**config.mk**
```make
export PLATFORM = sky130hd
export DESIGN_NAME = seq_divider_flat
export DESIGN_NICKNAME = d
export VERILOG_FILES = /design/src/rtl/seq_divider_if.sv /design/src/rtl/seq_divider.sv /design/src/flat_wrapper.sv
export SDC_FILE = /design/constraint.sdc
export NUM_CORES = 1
export LEC_CHECK = 0
export CORE_UTILIZATION = 30
export DETAILED_ROUTE_END_ITERATION = 16
export GPL_ROUTABILITY_DRIVEN = 0
export GPL_TIMING_DRIVEN = 0
export HOLD_SLACK_MARGIN = 0.08
export SLEW_MARGIN = 20
export SYNTH_ARGS = -nofsm -noshare
export SYNTH_HDL_FRONTEND = slang
export SYNTH_SLANG_ARGS = --single-unit
```
**constraint.sdc**
```tcl
create_clock -name clk -period 5.1 [get_ports clk]
set_clock_uncertainty 0.1 [all_clocks]
set_input_delay 1.02 -clock clk [delete_from_list [all_inputs] [get_ports clk]]
set_output_delay 1.02 -clock clk [all_outputs]
set_load 0.02 [all_outputs]
```
**src/rtl/seq_divider_if.sv**
```systemverilog
// rtl/seq_divider_if.sv - start/busy/done handshake and operand/result bus for seq_divider
interface seq_divider_if #(
    parameter int DW_N = 16,
    parameter int DW_D = 8
);
    logic            start;
    logic [DW_N-1:0] dividend;
    logic [DW_D-1:0] divisor;
    logic            busy;
    logic            done;
    logic [DW_N-1:0] quotient;
    logic [DW_D-1:0] remainder;
    logic            dbz;

    modport master (
        output start, dividend, divisor,
        input  busy, done, quotient, remainder, dbz
    );

    modport slave (
        input  start, dividend, divisor,
        output busy, done, quotient, remainder, dbz
    );
endinterface

```
**src/rtl/seq_divider.sv**
```systemverilog
// rtl/seq_divider.sv - restoring unsigned divider, one quotient bit per clock
module seq_divider #(
    parameter int DW_N = 16,
    parameter int DW_D = 8
) (
    input  logic         clk,
    input  logic         reset,
    seq_divider_if.slave bus
);
    localparam int CW = (DW_N > 1) ? $clog2(DW_N) : 1;

    typedef enum logic {IDLE, RUN} state_t;

    state_t          state;
    state_t          state_next;
    logic [DW_N-1:0] shift_q;
    logic [DW_D-1:0] dvs_q;
    logic [DW_D-1:0] part_q;
    logic [CW-1:0]   cnt_q;
    logic [DW_N-1:0] quot_q;
    logic [DW_D-1:0] rem_q;
    logic            dbz_q;
    logic            done_q;

    logic            accept;
    logic            accept_zero;
    logic            last;
    logic [DW_D:0]   trial;
    logic            qbit;
    logic [DW_D-1:0] part_next;
    logic [DW_N-1:0] shift_next;

    // One restoring step: the trial value is one bit wider than the divisor so the compare cannot overflow;
    // when it fits, the difference is below the divisor and therefore fits back into DW_D bits.
    always_comb begin
        trial      = {part_q, shift_q[DW_N-1]};
        qbit       = (trial >= {1'b0, dvs_q});
        part_next  = qbit ? DW_D'(trial - {1'b0, dvs_q}) : trial[DW_D-1:0];
        shift_next = {shift_q[DW_N-2:0], qbit};
    end

    // State register.
    always_ff @(posedge clk or negedge reset) begin
        if (!reset) begin
            state <= IDLE;
        end else begin
            state <= state_next;
        end
    end

    // Next-state and step controls; a zero divisor completes at once without entering RUN.
    always_comb begin
        state_next  = state;
        accept      = 1'b0;
        accept_zero = 1'b0;
        last        = 1'b0;
        case (state)
            IDLE: begin
                if (bus.start) begin
                    if (bus.divisor == '0) begin
                        accept_zero = 1'b1;
                    end else begin
                        accept     = 1'b1;
                        state_next = RUN;
                    end
                end
            end
            RUN: begin
                if (cnt_q == '0) begin
                    last       = 1'b1;
                    state_next = IDLE;
                end
            end
            default: state_next = IDLE;
        endcase
    end

    // Operand capture, iteration and result registers; results only move on completion edges.
    always_ff @(posedge clk or negedge reset) begin
        if (!reset) begin
            shift_q <= '0;
            dvs_q   <= '0;
            part_q  <= '0;
            cnt_q   <= '0;
            quot_q  <= '0;
            rem_q   <= '0;
            dbz_q   <= 1'b0;
            done_q  <= 1'b0;
        end else begin
            done_q <= 1'b0;
            if (accept) begin
                shift_q <= bus.dividend;
                dvs_q   <= bus.divisor;
                part_q  <= '0;
                cnt_q   <= CW'(DW_N - 1);
            end
            if (accept_zero) begin
                quot_q <= '1;
                rem_q  <= '0;
                dbz_q  <= 1'b1;
                done_q <= 1'b1;
            end
            if (state == RUN) begin
                shift_q <= shift_next;
                part_q  <= part_next;
                cnt_q   <= cnt_q - CW'(1);
                if (last) begin
                    quot_q <= shift_next;
                    rem_q  <= part_next;
                    dbz_q  <= 1'b0;
                    done_q <= 1'b1;
                end
            end
        end
    end

    assign bus.busy      = (state == RUN);
    assign bus.done      = done_q;
    assign bus.quotient  = quot_q;
    assign bus.remainder = rem_q;
    assign bus.dbz       = dbz_q;
endmodule

```
**src/flat_wrapper.sv**
```systemverilog
// flat-port wrapper written by rule: the top's interface ports become plain ports
module seq_divider_flat 
#(
    parameter int DW_N = 16,
    parameter int DW_D = 8
)
  (clk, reset, bus_start, bus_dividend, bus_divisor, bus_busy, bus_done, bus_quotient, bus_remainder, bus_dbz);
  seq_divider_if #(.DW_N(DW_N), .DW_D(DW_D)) bus_i ();
  input  logic clk;
  input  logic reset;
  input wire logic [$bits(bus_i.start)-1:0] bus_start;
  input wire logic [$bits(bus_i.dividend)-1:0] bus_dividend;
  input wire logic [$bits(bus_i.divisor)-1:0] bus_divisor;
  output wire logic [$bits(bus_i.busy)-1:0] bus_busy;
  output wire logic [$bits(bus_i.done)-1:0] bus_done;
  output wire logic [$bits(bus_i.quotient)-1:0] bus_quotient;
  output wire logic [$bits(bus_i.remainder)-1:0] bus_remainder;
  output wire logic [$bits(bus_i.dbz)-1:0] bus_dbz;
  assign bus_i.start = bus_start;
  assign bus_i.dividend = bus_dividend;
  assign bus_i.divisor = bus_divisor;
  assign bus_busy = bus_i.busy;
  assign bus_done = bus_i.done;
  assign bus_quotient = bus_i.quotient;
  assign bus_remainder = bus_i.remainder;
  assign bus_dbz = bus_i.dbz;
  seq_divider #(.DW_N(DW_N), .DW_D(DW_D)) u_core (.clk(clk), .reset(reset), .bus(bus_i));
endmodule
```
==> results of run 1 <==
==> worst paths after layout <==
path                                  startpoint                 endpoint
worst max register to register  u_core.part_q[1]  u_core.bus.remainder[2]
min in group asynchronous                  reset  u_core.bus.remainder[3]
worst min-delay path             u_core.cnt_q[0]          u_core.cnt_q[0]
max in group asynchronous                  reset       u_core.shift_q[15]
worst max-delay path              bus_divisor[3]   u_core.bus.quotient[0]
worst min register to register   u_core.cnt_q[0]          u_core.cnt_q[0]
==> kinds of logic (layout without fill, tap and decap cells) <==
kind of cell    after synthesis  after routing  share of synthesized area [%]
simple gates                 75             75                          11.66
fa+ha+maj                    11             11                          4.778
buf+inv                      27             97                          3.954
xor+xnor                      5              5                          1.442
compound gates               79             79                          18.58
flops                        63             63                          51.89
mux                          23             23                          7.702
==> synthesized netlist by cell type (3+ instances only) <==
master	instances
mux2_2	3
nand3_1	5
o21ai_1	7
dfrtp_1	63
nor4_1	3
nand2_1	40
o22a_1	15
mux2i_1	20
nor3_1	3
inv_1	15
xnor2_1	3
a21oi_1	8
clkbuf_1	8
nor2_1	10
ha_1	10
o21ai_0	30
==> critical path, stage by stage <==
cell and delay (ns):
clkdlybuf4s50_1 0.42, nor4_1 0.49, nand2_1 0.17, nor2_1 0.25
nor2_2 0.15, inv_2 0.18, buf_4 0.21, nor2_1 0.05
a21oi_1 0.12
==> metal layers <==
metal	up-vias	GRT usage, %	share of wire, %
met2	52	25.59	47
met4	0	4.615	0.90
met3	6	5.627	5.9
met5	-	0	0
li1	1132	-	-
met1	1172	19.88	46
==> registers in the layout (all words and copies together), names as in the netlist <==
register,flops
u_core.bus.busy,1
u_core.bus.dbz,1
u_core.bus.done,1
u_core.bus.quotient,16
u_core.bus.remainder,8
u_core.cnt_q,4
u_core.dvs_q,8
u_core.part_q,8
u_core.shift_q,16
==> power by group through the flow <==
stage	Clock, mW	Combinational, mW	Sequential [mW]
after floorplan	0	1.02	1.02
after global placement	0	1.58	0.930
after detailed placement	0	1.63	0.933
after CTS	0.402	1.65	0.928
after global routing	0.422	1.80	0.959
final	0.388	1.63	0.927
==> metrics by stage <==
step	hold WS, ns	area [sq um]
after floorplan	0.3422	3038
after global placement	0.3573	3735
after detailed placement	0.3617	3752
after CTS	0.3727	3928
after global routing	0.3912	3928
final	0.3707	3928
==> cell type report <==
class,count,area (sq um)
multi-input cells,193,1341
inverters,16,60.06
flip-flops and latches,63,1577
clock buffers,11,141.4
clock inverters,5,33.78
fillers,998,5847
well taps,133,166.4
repair buffers,54,548.0
plain buffers,11,60.06
==> flow_metrics.tcl, run 1 <==
set metrics [dict create \
    relSlewSlack_pct 55.28 \
    hold_viol 0 \
    swShare_pct 42.44 \
    period_share_pct 56.85 \
    insertion_delay_ns 0.35 \
    synth_seq_cells 63 \
    cts_root_buffer "clkbuf_8" \
    syn_nets 321 \
    synth-main-ff-cell "dfrtp_1" \
    p_total_mw 2.941 \
    clkPwrFrac_pct 13.2 \
    drive_above_1_share_pct 9.915 \
    wl_per_cell_um 15.36 \
    p_switching_mw 1.248 \
    area_delta_synth_final_pct 29.28 \
    critPathMaxFanout 10 \
    rows 36 \
    layout_setup_ws_ns 2.201 \
    drt_iter0_drc 117 \
    final_cells 486 \
    grtUsageTotal_pct 15.82 \
    r2r_cells 7 \
    utilization_pct 40.18 \
    drv_cap 0 \
    grt_max_degree 42 \
    cts_tree "built" \
    vias 2362 \
    syn_area_sq_mm 0.003038 \
    via_per_inst 4.860 \
    placed_cells 470 \
    p_int_mw 1.693 \
    post_cts_buffers 0 \
    antenna_found_initial 0 \
    clk_path_buf_depth 2 \
    maxSlewViolCount 0 \
    whs_path_depth 1 \
    grt_pass1_wl_mm 12.46 \
    ys_top_cells_by_area "dfrtp_1 (52%), mux2i_1 (6.6%), nand2_1 (4.9%)" \
    fin_tns_setup_ns 0 \
    htreeDepth 3 \
    synth_top_area_share_pct 51.89 \
    die_y_um 102.6 \
    numCtsBuffers 9 \
    layout_commonest_cell "dfrtp_1" \
    dr.pass1.iters 5 \
    clk_pin_slew_ns 0.08 \
    hpwl_mm 5.388 \
    detail-route-antenna-nets 0 \
    layout_common_cells "dfrtp_1 (63), clkdlybuf4s50_1 (52), nand2_1 (40)" \
    p_leak_nw 1.718 \
    synth_cell_type_count 50 \
    diodes 0 \
    avgSynthCellArea_sq_um 10.73 \
    setup_viol_count_final 0 \
    netlist_instances 283 \
    design.die.area_sq_mm 0.01053 \
    wl_mm 7.464 \
    ir_drop_mv 0.3155 \
    async_reset_ff_share_pct 100.0 \
    holdBufCountCts 0 \
    ys_seq_area_share_pct 51.89 \
    pwr-share-comb_pct 55.3 \
    tightestPinTransition_ns 0.6708 \
    status "finished, final reports clean" \
    period_needed_ns 2.899 \
    synth_edf_count 0 \
    post_cts_resized 0 \
    die_width_um 102.6 \
    fin_nets 386 \
    arrival_ns 3.07 \
    grt_overflow 0 \
    critPathCaptureType "register" \
    timing.fmax_mhz 344.9 \
    rsz0062_at_grt "no" \
    crit_type "in -> reg" \
    drc 0 \
    clock-sinks 63 \
    hold_path.class "reg -> reg" \
    port_buffers 53 \
    yosys_warnings 0 \
    start_util_pct 31.08 \
    p_per_area_mw_per_mm2 748.9 \
    synth_top_area_cell "dfrtp_1" \
    crit_required_ns 5.27 \
    pin_count 54 \
    pre_cts_ws_ns 1.794 \
    core_sq_mm 0.009774 \
    grt_pass1_vias 2525 \
    reg2reg_slack_ns 2.65 \
    seqPwrFrac_pct 31.5 \
    crit_path_start_kind "input pin" \
]
(Power assumes the default switching activity.)
==> run 2, diff against run 1 <==
Clock period 5.1 ns to 2.5 ns, I/O delays scaled along.
==> flow_metrics.tcl, run 2 (synthesized netlist as in run 1, its figures left out) <==
set metrics [dict create \
    status "finished, final reports clean" \
    top_layer_used "met4" \
    htreeDepth 3 \
    p_per_area_mw_per_mm2 1547 \
    design_area_sq_mm 0.003971 \
    grtUsageTotal_pct 15.85 \
    pre_cts_ws_ns -0.2858 \
    crit_required_ns 2.61 \
    layout_common_cells "dfrtp_1 (63), clkdlybuf4s50_1 (52), nand2_1 (40)" \
    diodes 0 \
    crit_chain "ha_1, or2_2, o211ai_2, a2bb2oi_4, o21ai_4, buf_12, mux2i_1, o21ai_1" \
    ir_drop_mv 0.6441 \
    timing.fmax_mhz 424.8 \
    drc 0 \
    die_y_um 102.6 \
    p_leak_nw 1.737 \
    setup_viol_count_final 0 \
    period_needed_ns 2.354 \
    detail-route-antenna-nets 0 \
    met2WireLength_mm 3.540 \
    cts_tree "built" \
    grt_max_degree 42 \
    crit_path_start_kind "register" \
    maxSlewViolCount 0 \
    die_width_um 102.6 \
    worst-path-buf-inv 1 \
    hpwl_mm 5.388 \
    pin_count 54 \
    hold_viol 0 \
    relSlewSlack_pct 52.44 \
    rows 36 \
    hold_path.class "reg -> reg" \
    wl_met1_mm 3.457 \
    fin_tns_setup_ns 0 \
    drive_above_1_share_pct 10.67 \
    grt_pass1_vias 2537 \
    design.die.area_sq_mm 0.01053 \
    place_area_sq_mm 0.003752 \
    start_util_pct 31.08 \
    tightestPinTransition_ns 0.7134 \
    period_share_pct 94.17 \
    critPathMaxStageDelay_ns 0.41 \
    p_total_mw 6.144 \
    holdCritStartpoint "u_core.cnt_q[0]" \
    r2r-start "u_core.part_q[1]" \
    drt_iter0_drc 104 \
    wl_per_cell_um 15.38 \
    antenna_found_initial 0 \
    numCtsBuffers 9 \
    arrival_ns 2.46 \
    critPathCaptureType "register" \
    crit_type "reg -> reg" \
    utilization_pct 40.63 \
    crit_path_start "u_core.part_q[1]" \
    area_delta_synth_final_pct 30.72 \
    via_per_inst 4.908 \
    clock-sinks 63 \
    wl_mm 7.522 \
    clk_pin_slew_ns 0.08 \
    grt_overflow 0 \
    layout_setup_ws_ns 0.1457 \
    cts_root_buffer "clkbuf_8" \
    core_sq_mm 0.009774 \
    critical_path.top_delay_family "compound AO/OA/AOI/OAI gates" \
    layout_commonest_cell "dfrtp_1" \
    grt_pass1_wl_mm 12.49 \
    insertion_delay_ns 0.35 \
    clk_path_buf_depth 2 \
    n_fill_cell 994 \
    dr.pass1.iters 4 \
    critPathSlowestCell "dfrtp_1" \
    port_buffers 53 \
    fin_nets 389 \
    wl_met3_um 435 \
    vias 2400 \
    rsz0062_at_grt "no" \
    critPathMaxFanout 8 \
    drv_cap 0 \
]
## run 2: changes by cell type in the layout (fill, tap and decap cells not counted), sizes merged
cell	delta
buf	+2
dlygate4sd3	+1
## run 2: layout make-up
| type | instances | area, sq um | area share [%] |
|---|---|---|---|
| multi-input cells | 193 | 1348 | 33.93 |
| clock inverters | 5 | 33.78 | 0.8507 |
| inverters | 16 | 60.06 | 1.512 |
| well taps | 133 | 166.4 | 4.190 |
| flip-flops and latches | 63 | 1577 | 39.70 |
| clock buffers | 11 | 141.4 | 3.560 |
| repair buffers | 57 | 585.6 | 14.74 |
| plain buffers | 11 | 60.06 | 1.512 |
## run 2: final timing paths
| path | slack, ns | depth (start not counted) | to |
|---|---|---|---|
| max reg2reg | 0.15 | 8 | u_core.bus.remainder[2] |
| max | 0.15 | 8 | u_core.bus.remainder[2] |
| min reg2reg | 0.37 | 1 | u_core.cnt_q[0] |
| min in group asynchronous | 0.49 | 2 | u_core.bus.remainder[3] |
| max in group asynchronous | 1.30 | 3 | u_core.shift_q[7] |
| min | 0.37 | 1 | u_core.cnt_q[0] |
## run 2: power breakdown
part	leakage (nW)	switching, mW	total, mW	internal (mW)
Combinational	0.901	1.82	3.46	1.63
Sequential	0.750	0.344	1.89	1.55
Clock	0.0853	0.410	0.794	0.385
## run 2: metal layers
metal | vias to the layer above | track usage (%)
met5 | - | 0
li1 | 1140 | -
met3 | 9 | 5.627
met2 | 64 | 25.69
met1 | 1187 | 19.88
met4 | 0 | 4.615
## run 2: timing repair
action	4_1_cts	5_1_grt
hold endpoints to repair	22	0
endpoints found under the setup margin	0	13
hold buffers	1	0
resized for setup	0	1
buffers inserted	0	2
## run 2: per-stage QoR
stage	hold slack, ns	cells
after floorplan	0.1044	283
after global placement	0.3573	469
after detailed placement	0.3217	470
after CTS	0.3727	487
after global routing	0.3912	489
final	0.3710	489
==> run 3, diff against run 2 <==
Clock period 2.5 ns to 1.9 ns, I/O delays scaled along.
==> flow_metrics.tcl, run 3 (synthesized netlist as in run 1, its figures left out) <==
set metrics [dict create \
    wl_mm 7.698 \
    relSlewSlack_pct 59.11 \
    critical_path.top_delay_family "compound AO/OA/AOI/OAI gates" \
    layout_common_cells "dfrtp_1 (61), clkdlybuf4s50_1 (43), nand2_1 (37)" \
    grt_pass1_wl_mm 12.92 \
    layout_commonest_cell "dfrtp_1" \
    via_per_inst 4.804 \
    p_leak_nw 1.937 \
    period_needed_ns 2.167 \
    dr.pass1.iters 4 \
    antenna_found_initial 0 \
    fin_nets 409 \
    crit_path_start_kind "register" \
    status "finished, violations left" \
    grt_overflow 0 \
    grtUsageTotal_pct 16.42 \
    grt_pass1_vias 2550 \
    crit_chain "ha_4, o21ai_2, nor2_2, a2bb2oi_4, buf_4, nor3_2, a311o_1, a22o_2" \
    maxSlewViolCount 0 \
    hold_path.class "in -> reg" \
    ir_drop_mv 0.9210 \
    critPathSlowestCell "dfrtp_2" \
    core_sq_mm 0.009774 \
    numCtsBuffers 9 \
    layout_setup_ws_ns -0.2672 \
    crit_required_ns 2.03 \
    insertion_delay_ns 0.34 \
    critPathCaptureType "register" \
    rsz0062_at_grt "yes" \
    critPathMaxStageDelay_ns 0.45 \
    start_util_pct 31.08 \
    cts_root_buffer "clkbuf_8" \
    p_per_area_mw_per_mm2 2233 \
    place_area_sq_mm 0.003836 \
    grt_max_degree 45 \
    drive_above_1_share_pct 25.00 \
    rows 36 \
    port_buffers 53 \
    wl_per_cell_um 15.12 \
    drc 0 \
    detail-route-antenna-nets 0 \
    crit_type "reg -> reg" \
    pin_count 54 \
    cts_tree "built" \
    setup_viol_count_final 18 \
    arrival_ns 2.29 \
    design.die.area_sq_mm 0.01053 \
    violations "setup timing" \
    clk_pin_slew_ns 0.07 \
    timing.fmax_mhz 461.4 \
    clk_path_buf_depth 2 \
    design_area_sq_mm 0.004484 \
    tightestPinTransition_ns 0.6057 \
    n_fill_cell 938 \
    drt_iter0_drc 77 \
    vias 2445 \
    clock-sinks 63 \
    period_share_pct 114.1 \
    drv_cap 0 \
    die_width_um 102.6 \
    htreeDepth 3 \
    diodes 0 \
    hold_viol 0 \
    area_delta_synth_final_pct 47.61 \
    die_y_um 102.6 \
    p_total_mw 10.01 \
    hpwl_mm 5.265 \
    critPathMaxFanout 8 \
    worst-path-buf-inv 1 \
]
## run 3: final timing paths
check / startpoint / endpoint / slack (ns) / cells past startpoint
max: u_core.part_q[4] / u_core.bus.remainder[1] / -0.27 / 8
min in group asynchronous: reset / u_core.shift_q[2] / 0.38 / 2
min reg2reg: u_core.cnt_q[0] / u_core.cnt_q[0] / 0.38 / 1
min: bus_divisor[6] / u_core.dvs_q[6] / 0.25 / 3
max reg2reg: u_core.part_q[4] / u_core.bus.remainder[1] / -0.27 / 8
max in group asynchronous: reset / u_core.bus.busy / 0.81 / 3
## run 3: timing repair
| item | 4_1_cts | 5_1_grt |
|---|---|---|
| gates resized for setup | 40 | 23 |
| setup endpoints to repair | 60 | 41 |
| endpoints found under the hold margin | 19 | 0 |
| hold buffers | 1 | 0 |
| pin swaps | 11 | 7 |
| setup buffers | 16 | 6 |
## run 3: final cells by class
type / instances / area, sq um / share of cell area (%)
Buffer: 11 / 70.07 / 1.563
Clock buffer: 11 / 141.4 / 3.153
Clock inverter: 5 / 81.33 / 1.814
Inverter: 16 / 62.56 / 1.395
Multi-Input combinational cell: 193 / 1614 / 35.99
Sequential cell: 63 / 1579 / 35.21
Tap cell: 133 / 166.4 / 3.711
Timing Repair Buffer: 77 / 769.5 / 17.16
## run 3: worst min-delay path: cells and delay by family
kind | cells | cell delay (ns)
buf+inv | 1 | 0.15
compound gates | 1 | 0.06
simple gates | 1 | 0.06
## run 3: stage by stage
| stage | instances | hold slack [ns] | setup WS [ns] | util (%) | setup TNS, ns |
|---|---|---|---|---|---|
| 2_1_floorplan | 283 | -0.01559 | -0.08818 | - | -0.9251 |
| 3_3_place_gp | 469 | 0.3646 | -1.762 | 38.99 | -142.59 |
| 3_5_place_dp | 470 | 0.1930 | -0.7437 | 39.25 | -31.81 |
| 4_1_cts | 503 | 0.3506 | -0.2665 | 44.48 | -3.112 |
| 5_1_grt | 509 | 0.2528 | -0.3535 | 45.88 | -5.470 |
| 6_report | 509 | 0.2520 | -0.2672 | 45.88 | -3.875 |
## run 3: where the power goes
part / total, mW / leakage, nW / switching (mW) / internal, mW
clock network: 1.30 / 0.110 / 0.529 / 0.775
logic: 6.19 / 1.08 / 2.95 / 3.24
registers: 2.52 / 0.748 / 0.480 / 2.04
## run 3: routing by layer
metal  share of wire, %  up-vias  global-route usage, %
met4               0.97        0                  4.945
met2                 48       55                  26.46
met1                 46     1201                  20.98
li1                   -     1182                      -
met3                5.0        7                  5.356
met5                  0        -                      0
